==> config.mk <==
export PLATFORM = sky130hd
export DESIGN_NAME = lsj_rs
export DESIGN_NICKNAME = d
export VERILOG_FILES = /design/src/rtl/lsj_rs.sv
export SDC_FILE = /design/constraint.sdc
export NUM_CORES = 1
export LEC_CHECK = 0
export CAP_MARGIN = 30
export CORE_ASPECT_RATIO = 0.8
export CORE_UTILIZATION = 45
export CTS_CLUSTER_DIAMETER = 40
export DETAILED_ROUTE_END_ITERATION = 8
export HOLD_SLACK_MARGIN = 0.05
export PLACE_DENSITY_LB_ADDON = 0.15
export SLEW_MARGIN = 40
export SYNTH_ARGS = -nofsm -noshare
export SYNTH_HDL_FRONTEND = slang
export SYNTH_SLANG_ARGS = --single-unit
==> constraint.sdc <==
create_clock -name clk_in -period 5.4 [get_ports clk_in]
set_clock_uncertainty 0.15 [all_clocks]
set_input_delay 0.81 -clock clk_in [delete_from_list [all_inputs] [get_ports clk_in]]
set_output_delay 0.81 -clock clk_in [all_outputs]
set_load 0.02 [all_outputs]
==> src/rtl/lsj_rs.sv <==
// Reservation station and issue scheduler for the load/store/jalr address ALU.
// Captures the base operand from the CDB and issues one ready entry per cycle.
module lsj_rs #(
    parameter int RS_SIZE = 8,
    parameter int ROB_BIT = 4
) (
    input  logic                       clk_in,
    input  logic                       rst_in,
    input  logic                       rdy_in,
    input  logic                       clear_in,
    input  logic                       disp_valid,
    input  logic                       disp_op,
    input  logic [11:0]                disp_imm,
    input  logic                       disp_qj_busy,
    input  logic [ROB_BIT-1:0]         disp_qj,
    input  logic [31:0]                disp_vj,
    input  logic [ROB_BIT-1:0]         disp_rob,
    output logic                       full,
    input  logic                       cdb_valid,
    input  logic [ROB_BIT-1:0]         cdb_rob,
    input  logic [31:0]                cdb_value,
    output logic                       alu_valid,
    output logic [31:0]                alu_vi,
    output logic [11:0]                alu_imm,
    output logic                       alu_op,
    output logic [ROB_BIT-1:0]         alu_rob,
    output logic [$clog2(RS_SIZE):0]   occupancy
);
    localparam int IDX_W = $clog2(RS_SIZE);
    localparam int CNT_W = IDX_W + 1;

    logic [RS_SIZE-1:0] busy_q, busy_d;
    logic               op_q   [RS_SIZE];
    logic [11:0]        imm_q  [RS_SIZE];
    logic               qjb_q  [RS_SIZE];
    logic [ROB_BIT-1:0] qj_q   [RS_SIZE];
    logic [31:0]        vj_q   [RS_SIZE];
    logic [ROB_BIT-1:0] rob_q  [RS_SIZE];

    logic               alu_valid_q;
    logic [31:0]        alu_vi_q;
    logic [11:0]        alu_imm_q;
    logic               alu_op_q;
    logic [ROB_BIT-1:0] alu_rob_q;
    logic [CNT_W-1:0]   occ_q, occ_d;

    logic               issue_found;
    logic [IDX_W-1:0]   issue_idx, free_idx;
    logic               disp_acc, disp_fwd;

    assign full     = &busy_q;
    assign disp_acc = disp_valid && !full;
    assign disp_fwd = disp_qj_busy && cdb_valid && (cdb_rob == disp_qj);

    // Scanning downward leaves the lowest matching index in each encoder.
    always_comb begin
        // NOTE: every variable gets a default first so no path leaves it unassigned and infers a latch.
        issue_found = 1'b0;
        issue_idx   = '0;
        free_idx    = '0;
        for (int i = RS_SIZE - 1; i >= 0; i--) begin
            if (busy_q[i] && !qjb_q[i]) begin
                issue_found = 1'b1;
                issue_idx   = IDX_W'(i);
            end
            if (!busy_q[i]) free_idx = IDX_W'(i);
        end
    end

    // The issued slot is busy and the dispatch slot is free, so they never collide.
    always_comb begin
        busy_d = busy_q;
        if (issue_found) busy_d[issue_idx] = 1'b0;
        if (disp_acc)    busy_d[free_idx]  = 1'b1;
        occ_d = occ_q + CNT_W'(disp_acc) - CNT_W'(issue_found);
    end

    always_ff @(posedge clk_in or negedge rst_in) begin
        // NOTE: sequential state uses non-blocking assignments so every register samples pre-edge values.
        if (!rst_in) begin
            busy_q      <= '0;
            alu_valid_q <= 1'b0;
            alu_vi_q    <= '0;
            alu_imm_q   <= '0;
            alu_op_q    <= 1'b0;
            alu_rob_q   <= '0;
            occ_q       <= '0;
        end else if (rdy_in) begin
            if (clear_in) begin
                busy_q      <= '0;
                alu_valid_q <= 1'b0;
                occ_q       <= '0;
            end else begin
                busy_q      <= busy_d;
                occ_q       <= occ_d;
                alu_valid_q <= issue_found;
                if (issue_found) begin
                    alu_vi_q  <= vj_q[issue_idx];
                    alu_imm_q <= imm_q[issue_idx];
                    alu_op_q  <= op_q[issue_idx];
                    alu_rob_q <= rob_q[issue_idx];
                end
            end
        end
    end

    // NOTE: entry payload is not reset; busy_q gates every use, so stale contents are harmless.
    always_ff @(posedge clk_in) begin
        if (rdy_in) begin
            for (int i = 0; i < RS_SIZE; i++) begin
                if (cdb_valid && qjb_q[i] && (qj_q[i] == cdb_rob)) begin
                    qjb_q[i] <= 1'b0;
                    vj_q[i]  <= cdb_value;
                end
            end
            if (disp_acc && !clear_in) begin
                op_q[free_idx]  <= disp_op;
                imm_q[free_idx] <= disp_imm;
                qjb_q[free_idx] <= disp_qj_busy && !disp_fwd;
                qj_q[free_idx]  <= disp_qj;
                vj_q[free_idx]  <= disp_fwd ? cdb_value : disp_vj;
                rob_q[free_idx] <= disp_rob;
            end
        end
    end

    assign alu_valid = alu_valid_q;
    assign alu_vi    = alu_vi_q;
    assign alu_imm   = alu_imm_q;
    assign alu_op    = alu_op_q;
    assign alu_rob   = alu_rob_q;
    assign occupancy = occ_q;
endmodule

==> flow_metrics.env, run 1 <==
export IMPL_run_status="complete, no violations"
export IMPL_power_density_nw_per_um2=346
export IMPL_die_area_um2=50900
export IMPL_final_setup_tns_ns=0
export IMPL_hold_path_cell_count=1
export IMPL_syn2layout_area_growth_pct=21.0
export IMPL_syn_num_nets=1578
export IMPL_worstPathMaxFanout=18
export IMPL_synthSimpleGateAreaFrac_pct=2.92
export IMPL_cp_startpoint="clear_in"
export IMPL_htreeDepth=3
export IMPL_grt_use_total_pct=24.2
export IMPL_timing_rr_start="qjb_q[4]"
export IMPL_synth_warnings=0
export IMPL_yosys_top_cells_area="edfxtp_1 58%, mux2_2 12%, dfrtp_1 6.9%"
export IMPL_post_cts_buffers=0
export IMPL_ys_seq_area_share_pct=64.5
export IMPL_top_layer="met4"
export IMPL_met2_length_mm=28.4
export IMPL_insertion_delay_ns=0.60
export IMPL_first_global_vias=14300
export IMPL_start_util_pct=46.1
export IMPL_num_vias=14100
export IMPL_fp_dieW_um=252
export IMPL_wl_met1_mm=27.1
export IMPL_synthesis_area_um2=22500
export IMPL_regToRegEndpoint="occupancy[3]"
export IMPL_grt_overflow=0
export IMPL_synthCells=1477
export IMPL_antenna_left=0
export IMPL_setup_worst_path_start_class="input port"
export IMPL_endpoint_kind="register"
export IMPL_maxCapViolations=0
export IMPL_p_leak_nw=8.96
export IMPL_grt_max_degree=68
export IMPL_cp_required_ns=5.59
export IMPL_fin_nets=1738
export IMPL_synth_edf_count=432
export IMPL_first_pass_iters=5
export IMPL_cts_tree="done"
export IMPL_ys_types=48
export IMPL_die_h_um=202
export IMPL_async_flop_share_pct=12.6
export IMPL_vias_per_cell=5.99
export IMPL_synth_mux_area_share_pct=17.2
export IMPL_clockBufferDepth=3
export IMPL_io_pins=151
export IMPL_hold_viol=0
export IMPL_wl_met3_mm=4.21
export IMPL_syn_avg_cell_area_um2=15.2
export IMPL_grt_pass1_wl_mm=91.4
export IMPL_slew_headroom_pct=43.7
export IMPL_crit_arrival_ns=3.69
export IMPL_yosys_area_share_adder_pct=0.311
export IMPL_rsz0062_at_grt="no"
export IMPL_core_area_um2=48800
export IMPL_whs_endpoint="alu_valid"
export IMPL_gp_congestion=0.896
export IMPL_synth_compound_area_share_pct=11.1
export IMPL_worstMarginPinSlew_ns=0.845
export IMPL_synth_top_area_share_pct=57.6
export IMPL_routedWlPerCell_um=25.9
export IMPL_place_inst=2231
export IMPL_io_buffer_count=150
export IMPL_initialDrtViolationCount=1260
export IMPL_fmax_mhz=286
export IMPL_fin_crit_sh_pct=64.8
export IMPL_worstHoldStart="alu_valid"
export IMPL_final_layout_size_suffix_gt1_share_pct=25.9
export IMPL_setup_viol=0
export IMPL_antenna_found_initial=2
export IMPL_ys_flop_type="edfxtp_1"
export IMPL_ys_ff_latch=494
export IMPL_synth_xor_area_share_pct=1.48
export IMPL_clk_pin_slew_ns=0.06
export IMPL_rows=72
export IMPL_root_buffer="clkbuf_16"
export IMPL_rr_worst_depth=12
export IMPL_clock_sinks=494
export IMPL_yosysTopAreaCell="edfxtp_1"
export IMPL_dp_hpwl_mm=34.0
export IMPL_route_detailed_drc=0
export IMPL_critical_path_class="input port to register"
export IMPL_fin_crit_ns=3.50
export IMPL_hp_class="register to register"
export IMPL_reg2reg_slack_ns=2.18
export IMPL_drv_slew=0
export IMPL_synth_top_family_by_area="multiplexers"
export IMPL_vdd_drop_max_mv=0.251
export IMPL_cts_buffers=68
export IMPL_final_cells=2358
export IMPL_wirelength_mm=61.1
[kinds of logic after synthesis]
logic type	Yosys count
muxes	355
DFF	494
buffers and inverters	114
and+or+nand+nor	136
AOI/OAI and AO/OA	335
xor gates and xnor gates	38
adders and majority gates	5
[worst max-delay path: stages]
cell	delay, ns
clkdlybuf4s50_1	0.55
nand3b_2	0.45
inv_1	0.16
nand2_1	0.05
or3_1	0.44
nor2_4	0.60
buf_12	0.26
mux2_2	0.35
[cells in the final DEF, fill, tap and decap left out, drive strengths merged, types with 2 or more instances in the layout]
cell / count
clkbuf: 79
nand2: 15
mux2: 256
nand2b: 13
dfrtp: 62
a21o: 6
bufinv: 7
buf: 40
or3: 2
a41o: 3
nor2: 65
nor2b: 9
clkdlybuf4s50: 149
clkinvlp: 10
inv: 24
nand3: 10
o41ai: 4
o21ai: 110
a22o: 50
ha: 4
nand4: 2
a21oi: 28
xor2: 24
a221o: 49
xnor2: 14
diode: 2
a31oi: 29
nor3: 15
o32a: 49
clkinv: 17
edfxtp: 432
mux2i: 99
[cell usage after synthesis, types with 2 or more instances]
library cell / count
mux2_1: 8
xor2_1: 24
nand2_1: 15
a21o_1: 6
a21oi_1: 28
dfrtp_1: 62
o21ai_0: 86
nand2b_1: 13
buf_1: 6
inv_1: 14
buf_2: 34
o21ai_1: 24
xnor2_1: 14
a31oi_1: 29
a22o_1: 50
nand3_1: 10
clkbuf_2: 2
a41o_1: 3
o32a_1: 49
edfxtp_1: 432
buf_4: 19
nor3_1: 14
mux2_2: 248
buf_6: 2
a221o_1: 49
o41ai_1: 4
clkbuf_1: 37
or3_1: 2
nand4_1: 2
mux2i_1: 99
ha_1: 4
nor2b_1: 9
nor2_1: 64
[power breakdown]
group	switching [mW]	internal, mW	total, mW	leakage [nW]
sequential	0.0349	4.22	4.25	4.53
clock	1.74	2.78	4.53	1.10
combinational	0.344	0.303	0.647	3.33
[cell type report]
cell class	count	area, um2
antenna	2	5.00
clock buffer	79	1820
clock inverter	44	483
fill	3916	21600
inverter	14	52.6
multi-input combinational	869	7630
sequential	494	14500
tap	666	833
timing repair buffer	190	1880
[state kept, by name, summed over array words and instances, names as in the netlist]
signal     flops
qj_q          32
alu_valid      1
busy_q         8
alu_rob        4
vj_q         256
alu_op         1
qjb_q          8
alu_imm       12
op_q           8
rob_q         32
alu_vi        32
occupancy      4
imm_q         96
[repair_timing]
item / in CTS / in global routing
hold endpoints to repair: 13 / 0
gates resized for setup: 0 / 0
hold buffers: 1 / 0
[layer usage]
metal / track usage [%] / up-vias
li1: - / 6237
met1: 34.2 / 7306
met2: 37.9 / 486
met3: 4.93 / 87
met4: 7.06 / 0
met5: 0 / -
[per-stage QoR]
stage	hold slack [ns]	setup WS (ns)	power, mW	area, um2	utilization (%)
final	0.346	1.90	9.43	27200	55.8
after CTS	0.349	1.92	9.49	27200	55.7
after global placement	0.324	1.42	4.96	24800	50.9
after global routing	0.369	1.79	9.71	27200	55.8
after floorplan	0.329	0.0571	4.67	22500	-
after detailed placement	0.331	1.33	4.97	24900	51.0
[how the worst max path moves through the flow]
stage,slack [ns],endpoint,cells past startpoint
2_1_floorplan,0.06,qjb_q[6],3
3_3_place_gp,1.42,vj_q[3][10],8
3_5_place_dp,1.33,vj_q[3][12],8
4_1_cts,1.92,full,3
5_1_grt,1.79,full,3
6_report,1.90,vj_q[3][12],8
No activity file was read; power rests on OpenSTA's default activity.
==> run 2: changes to the inputs <==
- clock period: 5.4 -> 3.1 ns (I/O delays scaled with it)
==> run 2 against run 1 <==
Against the previous run: clock-buffer cell count increased by 1; sequential power up 74%; critical path depth is 4 higher; first-iteration DRC count fell by 7.2%; worst hold slack got worse by 0.021 ns; register-to-register slack got worse by 2.1 ns; sequential cell count stayed put; non-clock buffer count is 49 higher; final cell count rose by 2.0%; largest cell class unchanged; highest routed layer is now met5.
==> flow_metrics.env, run 2 (same netlist as run 1, synthesis figures left out) <==
export IMPL_io_pins=151
export IMPL_num_vias=14300
export IMPL_comb_power_share_pct=7.3
export IMPL_post_cts_buffers=0
export IMPL_fmax_mhz=333
export IMPL_rows=72
export IMPL_first_global_vias=14600
export IMPL_power_density_nw_per_um2=576
export IMPL_htreeDepth=3
export IMPL_final_cell_mix="432 x edfxtp_1, 248 x mux2_2, 149 x clkdlybuf4s50_1, 99 x mux2i_1, 85 x o21ai_0"
export IMPL_crit_arrival_ns=3.33
export IMPL_final_layout_size_suffix_gt1_share_pct=27.6
export IMPL_grt_overflow=0
export IMPL_root_buffer="clkbuf_16"
export IMPL_power_frac_seq_pct=46.1
export IMPL_clockBufferDepth=3
export IMPL_largest_register="vj_q"
export IMPL_cts_tree="done"
export IMPL_grt_max_degree=47
export IMPL_slew_headroom_pct=47.7
export IMPL_setup_worst_path_start_class="register"
export IMPL_final_common_cell="edfxtp_1"
export IMPL_cts_buffers=67
export IMPL_io_buffer_count=150
export IMPL_dp_hpwl_mm=36.6
export IMPL_fin_nets=1786
export IMPL_placed_area_um2=25700
export IMPL_syn2layout_area_growth_pct=23.9
export IMPL_grt_pass1_wl_mm=93.3
export IMPL_die_area_um2=50900
export IMPL_p_leak_nw=9.31
export IMPL_hold_viol=0
export IMPL_vias_per_cell=5.95
export IMPL_rsz0062_at_grt="yes"
export IMPL_initialDrtViolationCount=1169
export IMPL_final_setup_tns_ns=0
export IMPL_antenna_found_initial=2
export IMPL_largest_reg_flops=256
export IMPL_first_pass_iters=5
export IMPL_power_frac_clock_pct=46.5
export IMPL_insertion_delay_ns=0.60
export IMPL_worstPathMaxFanout=7
export IMPL_netSwitchingPower_mw=3.68
export IMPL_gp_congestion=0.838
export IMPL_drv_slew=0
export IMPL_cp_required_ns=3.43
export IMPL_final_area_um2=27900
export IMPL_final_core_util_pct=57.1
export IMPL_start_util_pct=46.1
export IMPL_multi_input_area_um2=7660
export IMPL_core_area_um2=48800
export IMPL_routedWlPerCell_um=25.8
export IMPL_run_status="complete, no violations"
export IMPL_critical_path_class="register to register"
export IMPL_die_h_um=202
export IMPL_vdd_drop_max_mv=0.449
export IMPL_clk_pin_slew_ns=0.06
export IMPL_seqCellArea_um2=14500
export IMPL_clock_sinks=494
export IMPL_wirelength_mm=62.1
export IMPL_fillers=3923
export IMPL_route_detailed_drc=0
export IMPL_endpoint_kind="register"
export IMPL_setup_viol=0
export IMPL_total_power_mw=16.1
export IMPL_top_regs="vj_q: 256 flops, imm_q: 96 flops"
export IMPL_maxCapViolations=0
export IMPL_fin_crit_sh_pct=96.7
export IMPL_switching_share_pct=22.9
export IMPL_fin_crit_ns=3.00
export IMPL_worstMarginPinSlew_ns=0.783
export IMPL_hp_class="input port to async pin"
export IMPL_p_int_mw=12.4
export IMPL_fp_dieW_um=252
export IMPL_grt_use_total_pct=24.9
export IMPL_antenna_left=0
-- run 2: cell types whose count changed in the layout (fill, tap and decap cells not counted), sizes merged --
cell | previous run | this run
buf | 40 | 89
clkinv | 17 | 22
bufinv | 7 | 3
clkinvlp | 10 | 6
clkbuf | 79 | 80
diode | 2 | 1
-- run 2: through the flow --
stage                     setup slack (ns)  cells  hold WS, ns
after floorplan                     0.0306   1477       0.0194
after global placement               0.158   2280        0.340
after detailed placement             0.125   2280        0.332
after CTS                            0.120   2402        0.321
after global routing               -0.0376   2404        0.369
final                                0.101   2404        0.325
-- run 2: worst max-delay path, stage by stage, from the launching register on --
cell	delay [ns]
dfrtp_1	0.46
nand2b_1	0.24
o2111ai_4	0.16
or3_1	0.47
ha_1	0.31
inv_1	0.04
ha_1	0.20
a21o_1	0.18
a21oi_1	0.17
xnor2_1	0.19
nor3_1	0.09
a21oi_1	0.14
o2bb2ai_1	0.08
-- run 2: worst paths after layout --
path                           start            to  slack (ns)  depth (start not counted)
hold / removal                rst_in   alu_imm[10]        0.33                          2
min in group clk_in        alu_valid     alu_valid        0.36                          1
setup reg to reg           busy_q[0]  occupancy[3]        0.10                         12
setup / recovery           busy_q[0]  occupancy[3]        0.10                         12
hold reg to reg            alu_valid     alu_valid        0.36                          1
max in group asynchronous     rst_in     busy_q[0]        1.80                          3
-- run 2: layout make-up --
| type | count | area share, % |
|---|---|---|
| repair buffers | 239 | 9.47 |
| diodes | 1 | 0.00897 |
| inverters | 14 | 0.188 |
| well taps | 666 | 2.99 |
| multi-input cells | 869 | 27.5 |
| clock inverters | 41 | 1.34 |
| clock buffers | 80 | 6.48 |
| flip-flops and latches | 494 | 52.1 |
-- run 2: timing repair --
action                                  4_1_cts  5_1_grt
endpoints found under the setup margin        0        1
hold endpoints to repair                     35        0
hold buffers                                  1        0
resized for setup                             0        0
-- run 2: per-layer routing --
layer	up-vias	GRT usage, %	part of all wire (%)
li1	6334	-	-
met1	7336	36.0	46
met2	505	38.0	45
met3	115	5.04	6.5
met4	2	7.08	2.3
met5	-	0	0.016
-- run 2: power groups by stage --
stage               Sequential, mW  Combinational (mW)  Clock [mW]
global placement              7.54                1.14           0
floorplan                     7.58               0.565           0
detailed placement            7.54                1.17           0
CTS                           7.41                1.18        7.57
global route                  7.42                1.27        7.86
finish                        7.41                1.18        7.48
==> run 3: changes to the inputs <==
- ABC_CLOCK_PERIOD_IN_PS: not set -> 3100
==> results of run 3 <==
No change in the layout: final DEF, timing and power equal those of run 2.
